### config.mk
export PLATFORM = sky130hd
export DESIGN_NAME = sync_fifo_flags
export DESIGN_NICKNAME = d
export VERILOG_FILES = /design/src/rtl/fifo_pkg.sv /design/src/rtl/fifo_ptr_wrap.sv /design/src/rtl/sync_fifo_flags.sv
export SDC_FILE = /design/constraint.sdc
export NUM_CORES = 1
export LEC_CHECK = 0
export CORE_ASPECT_RATIO = 1.5
export CORE_MARGIN = 3
export CORE_UTILIZATION = 60
export DETAILED_ROUTE_END_ITERATION = 16
export PLACE_DENSITY = 0.79
export SYNTH_ARGS = -nofsm -noshare
export SYNTH_HDL_FRONTEND = slang
export SYNTH_HIERARCHICAL = 1
export SYNTH_SLANG_ARGS = --single-unit
export TNS_END_PERCENT = 5
### constraint.sdc
create_clock -name clk -period 4.25 [get_ports clk]
set_input_delay 0.425 -clock clk [delete_from_list [all_inputs] [get_ports clk]]
set_output_delay 0.425 -clock clk [all_outputs]
set_load 0.03 [all_outputs]
### src/rtl/fifo_pkg.sv
// Shared constants and sizing helpers for the synchronous flagged FIFO.
package fifo_pkg;

  localparam int DEF_WIDTH     = 16;
  localparam int DEF_DEPTH     = 16;
  // Almost-full default sits this many entries below DEPTH.
  localparam int DEF_AF_MARGIN = 2;
  localparam int DEF_AE_THRESH = 2;

  // Occupancy counter width: must represent 0..depth inclusive.
  function automatic int cnt_w(input int depth);
    return $clog2(depth + 1);
  endfunction

  // Pointer width: addresses entries 0..depth-1 (depth >= 2 keeps this >= 1).
  function automatic int ptr_w(input int depth);
    return $clog2(depth);
  endfunction

endpackage

### src/rtl/fifo_ptr_wrap.sv
// Modulo-DEPTH pointer with increment enable and synchronous reset.
module fifo_ptr_wrap
  import fifo_pkg::*;
#(
  parameter int DEPTH = DEF_DEPTH,
  localparam int PTR_W = ptr_w(DEPTH)
) (
  input  logic             clk,
  input  logic             rst,
  input  logic             inc_i,
  output logic [PTR_W-1:0] ptr_o
);

  logic [PTR_W-1:0] ptr_q;
  logic [PTR_W-1:0] ptr_d;

  // Next pointer: advance on enable, wrapping from DEPTH-1 back to 0.
  always_comb begin
    ptr_d = ptr_q;
    if (inc_i) begin
      if (ptr_q == PTR_W'(DEPTH - 1)) ptr_d = '0;
      else                            ptr_d = ptr_q + PTR_W'(1);
    end
  end

  // Pointer register.
  always_ff @(posedge clk) begin
    if (rst) ptr_q <= '0;
    else     ptr_q <= ptr_d;
  end

  assign ptr_o = ptr_q;

endmodule

### src/rtl/sync_fifo_flags.sv
// Single-clock FIFO with registered read data, occupancy count, level flags
// and sticky overflow/underflow indicators.
module sync_fifo_flags
  import fifo_pkg::*;
#(
  parameter int WIDTH     = DEF_WIDTH,
  parameter int DEPTH     = DEF_DEPTH,
  parameter int AF_THRESH = DEPTH - DEF_AF_MARGIN,
  parameter int AE_THRESH = DEF_AE_THRESH,
  localparam int CNT_W    = cnt_w(DEPTH)
) (
  input  logic             clk,
  input  logic             rst,
  input  logic [WIDTH-1:0] fifo_data_in,
  input  logic             fifo_write,
  input  logic             fifo_read,
  input  logic             err_clr,
  output logic [WIDTH-1:0] fifo_data_out,
  output logic             fifo_full,
  output logic             fifo_empty,
  output logic             fifo_almost_full,
  output logic             fifo_almost_empty,
  output logic [CNT_W-1:0] fifo_count,
  output logic             fifo_overflow,
  output logic             fifo_underflow
);

  localparam int PTR_W = ptr_w(DEPTH);

  // Reject illegal parameterisations at elaboration time.
  if (WIDTH < 1) begin : g_bad_width
    $error("sync_fifo_flags: WIDTH must be >= 1");
  end
  if (DEPTH < 2) begin : g_bad_depth
    $error("sync_fifo_flags: DEPTH must be >= 2");
  end
  if (AF_THRESH < 1 || AF_THRESH > DEPTH) begin : g_bad_af
    $error("sync_fifo_flags: AF_THRESH must be in 1..DEPTH");
  end
  if (AE_THRESH < 0 || AE_THRESH > DEPTH - 1) begin : g_bad_ae
    $error("sync_fifo_flags: AE_THRESH must be in 0..DEPTH-1");
  end

  logic [WIDTH-1:0] mem_q [DEPTH];
  logic [WIDTH-1:0] data_out_q;
  logic [CNT_W-1:0] count_q;
  logic [CNT_W-1:0] count_d;
  logic             ovf_q;
  logic             udf_q;
  logic [PTR_W-1:0] wr_ptr;
  logic [PTR_W-1:0] rd_ptr;
  logic             rd_acc;
  logic             wr_acc;
  logic             ovf_set;
  logic             udf_set;

  assign fifo_full         = (count_q == CNT_W'(DEPTH));
  assign fifo_empty        = (count_q == '0);
  assign fifo_almost_full  = (count_q >= CNT_W'(AF_THRESH));
  assign fifo_almost_empty = (count_q <= CNT_W'(AE_THRESH));

  // A read frees a slot in the same cycle, so a full FIFO still takes a
  // write when a read is accepted alongside it. An empty FIFO never reads.
  assign rd_acc  = fifo_read && !fifo_empty;
  assign wr_acc  = fifo_write && (!fifo_full || rd_acc);
  assign ovf_set = fifo_write && !wr_acc;
  assign udf_set = fifo_read && fifo_empty;

  fifo_ptr_wrap #(.DEPTH(DEPTH)) u_wr_ptr (
    .clk   (clk),
    .rst   (rst),
    .inc_i (wr_acc),
    .ptr_o (wr_ptr)
  );

  fifo_ptr_wrap #(.DEPTH(DEPTH)) u_rd_ptr (
    .clk   (clk),
    .rst   (rst),
    .inc_i (rd_acc),
    .ptr_o (rd_ptr)
  );

  // Occupancy: net change of accepted writes minus accepted reads.
  always_comb begin
    count_d = count_q;
    case ({wr_acc, rd_acc})
      2'b10:   count_d = count_q + CNT_W'(1);
      2'b01:   count_d = count_q - CNT_W'(1);
      default: count_d = count_q;
    endcase
  end

  // Storage array; contents survive reset because pointers/count gate access.
  always_ff @(posedge clk) begin
    if (wr_acc) mem_q[wr_ptr] <= fifo_data_in;
  end

  // Count, registered read data and sticky error flags (set beats clear).
  always_ff @(posedge clk) begin
    if (rst) begin
      count_q    <= '0;
      data_out_q <= '0;
      ovf_q      <= 1'b0;
      udf_q      <= 1'b0;
    end else begin
      count_q <= count_d;
      if (rd_acc) data_out_q <= mem_q[rd_ptr];
      if (ovf_set)      ovf_q <= 1'b1;
      else if (err_clr) ovf_q <= 1'b0;
      if (udf_set)      udf_q <= 1'b1;
      else if (err_clr) udf_q <= 1'b0;
    end
  end

  assign fifo_data_out  = data_out_q;
  assign fifo_count     = count_q;
  assign fifo_overflow  = ovf_q;
  assign fifo_underflow = udf_q;

endmodule
==> metrics.txt <==
status=complete, no violations; Core Region=~0.018 mm²; wire length per cell=23.5 µm; WHS=474 ps; CP Capture Type=flop; Area contributors post-synth=edfxtp_1 (69%), mux4_2 (13%), dfxtp_1 (5.6%); Layout area overhead=15.3%; Final ANT Viol Nets=0; mux share of post-synthesis cell area=0.165; hold_sp=fifo_overflow; Mapped Area=0.0111 mm²; CP max-delay cell=or4_1; # DRC=0; vias per cell=about 6.1; Synth Area in Compound Gates=0.0277; WP data required=4610 ps; share of cells above drive strength 1=0.249; total power divided by cell area=533 mW/mm²; DP HPWL=13.0 mm; main combinational cell family by area after synthesis=multiplexers; Placement Rows=60; fin crit period=3160 ps; DR vias=5438; Layout Skew=9.23 ps; slowest stage delay, CP=~700 ps; Clock Sink Count=~290; warnings from Yosys=6; crit path from=fifo_count[0]; Sw Share=0.255; final setup fails=0; combinational power share=0.182; CTS tree=done; post-synthesis sequential area ratio=0.748; critical path class=flop to flop; Ant. Diodes=0; FF+latch count, synth=approximately 290; Clock power frac=0.324; fillcell total=1039; first-pass GRT wire length=~33 mm; period utilization=0.744; root buf cell=clkbuf_16; startpoint types=flop; Fmax achieved=316 MHz; GRT Resource Usage Total=0.217; maxcap violations=0; HP Class=flop to flop; Synth Flop Type=edfxtp_1; DR iter-0 viols=417; TritonCTS buffer count=25; Post-Route Setup TNS=0 ps; Slew Limit Fails=0; top cell type by total area after synthesis=edfxtp_1; cts hold-fix bufs=0; Pre-Repair DR Iteration Count=5; Syn Inst Count=546; simple-gate share of the synthesized area=0.0349; width of the chip=117 µm; H-tree levels=1; peak supply drop=0.000420 V; # resized after CTS=0; Sequential Power Share=0.494; Synth top area share=0.692; Mapped Nets=between 500 and 600; Avg Inst Size Synth=approximately 20 µm²; Static Leakage=4.06 nW; EDFF count, synth=roughly 260; Die Area=0.0202 mm²; largest net degree at the start of global routing=54; I/O Buffers=47; I/O pins=48; commonest non-fill, non-tap cells in the layout=edfxtp_1 (256), mux4_2 (64), clkdlybuf4s50_1 (47); Max clock buf depth=3; Crit path top cell by count=inv_1; XOR/XNOR share of the synthesized area=0.00394; Clock Latency Late Sink=510 ps; Remaining Overflow, GRT=0; Die H=roughly 170 µm; Fin. Hold Viols=0; Max-slew headroom=0.317; RSZ-0062 raised after global routing=false; gpl congestion=0.773; critical path fanouts, max=7; commonest non-fill, non-tap cell in the layout=edfxtp_1; initial antenna violation count=0; Psw=1.74 mW; worst path cell trace=or4_1 -> o21ai_4 -> inv_1 -> nand2_1 -> inv_1 -> ha_1 -> nor2b_1 -> o21ai_0 -> a211o_1 -> a31oi_1 -> a21oi_1; Starting Density=0.614; Synth Area in Adders=0.00743; final net count=647; CTS clk-pin slew, worst paths=70 ps; Final Routed Wirelength=roughly 21 mm; Netlist cell types=41; RR Startpoint=fifo_count[0]; ys async rst share=0; Int Power=5.09 mW; vias in the first global route=5863; number of buffers added for setup after CTS=0; Worst Tran Pin Value=1020 ps; WP data arrival=3520 ps; post-layout util=0.708
per-layer routing:
layer  routed length (µm)  track usage
met5                    0            0
met3                 1250       0.0396
met2                10600        0.347
met4                  778       0.0856
met1                 8230        0.299
critical path, delay by kind of cell (launching register included):
kind / cells / cell delay [ps]
compound gates: 5 / 1010
fa+ha+maj: 1 / 340
simple gates: 3 / 1010
buf+inv: 2 / 290
flops: 1 / 360
power groups by stage:
| stage | Sequential [mW] | Clock (mW) | Combinational, mW |
|---|---|---|---|
| global placement | 3.43 | 0 | 1.22 |
| detailed placement | 3.44 | 0 | 1.25 |
| floorplan | 3.45 | 0 | 0.822 |
| global route | 3.40 | 2.37 | 1.33 |
| finish | 3.37 | 2.22 | 1.24 |
| CTS | 3.38 | 2.25 | 1.26 |
logic make-up (layout without fill, tap and decap cells):
| group | count (synthesis) | after routing |
|---|---|---|
| XOR/XNOR | 5 | 5 |
| adder cells (fa/ha/maj) | 6 | 6 |
| AO/OA/AOI/OAI | 38 | 38 |
| multiplexers | 101 | 101 |
| AND/OR/NAND/NOR | 79 | 79 |
| buffers and inverters | 30 | 122 |
| flip-flops | 287 | 287 |
sequential cells by signal (all words and copies together) (netlist names):
register and cells:
fifo_overflow 1, fifo_count 5, fifo_data_out 16, u_rd_ptr/ptr_o 4
mem_q 256, fifo_underflow 1, u_wr_ptr/ptr_o 4
synth_stat cells, types with 2 or more instances:
library cell	count
xor2_1	2
or3_1	4
nand2b_1	6
nor2_1	39
nand2_2	4
mux4_2	64
xnor2_1	3
nand3_1	5
buf_4	2
mux2_2	16
buf_2	6
nor2b_1	3
a21o_1	2
ha_1	5
buf_6	2
nor3_1	4
dfxtp_1	31
buf_1	8
clkbuf_1	5
o21ai_0	3
mux2i_1	20
edfxtp_1	256
a221o_1	16
nand3b_1	4
inv_1	7
a21oi_1	10
nand2_1	5
through the flow:
stage	worst slack [ps]	std cells	power (mW)	cell area, µm²
floorplan	994	546	4.27	11100
global placement	1120	841	4.65	12000
detailed placement	1010	841	4.69	12000
CTS	1090	886	6.89	12800
global route	814	886	7.10	12800
finish	1090	886	6.83	12800
worst paths after layout:
check                       end  slack (ps)  cells past startpoint
hold / removal    fifo_overflow         470                      2
hold reg to reg   fifo_overflow         470                      2
setup reg to reg  fifo_count[4]        1090                     11
setup / recovery  fifo_count[4]        1090                     11
area by class of cell:
type / count / area (µm²) / area share
Sequential cell: 287 / 8310 / 0.649
Multi-Input combinational cell: 229 / 2680 / 0.209
Clock buffer: 32 / 693 / 0.0541
Timing Repair Buffer: 70 / 668 / 0.0521
Tap cell: 248 / 310 / 0.0242
Clock inverter: 13 / 118 / 0.00918
Inverter: 7 / 26.3 / 0.00205
Power figures use the tool's default switching activity.
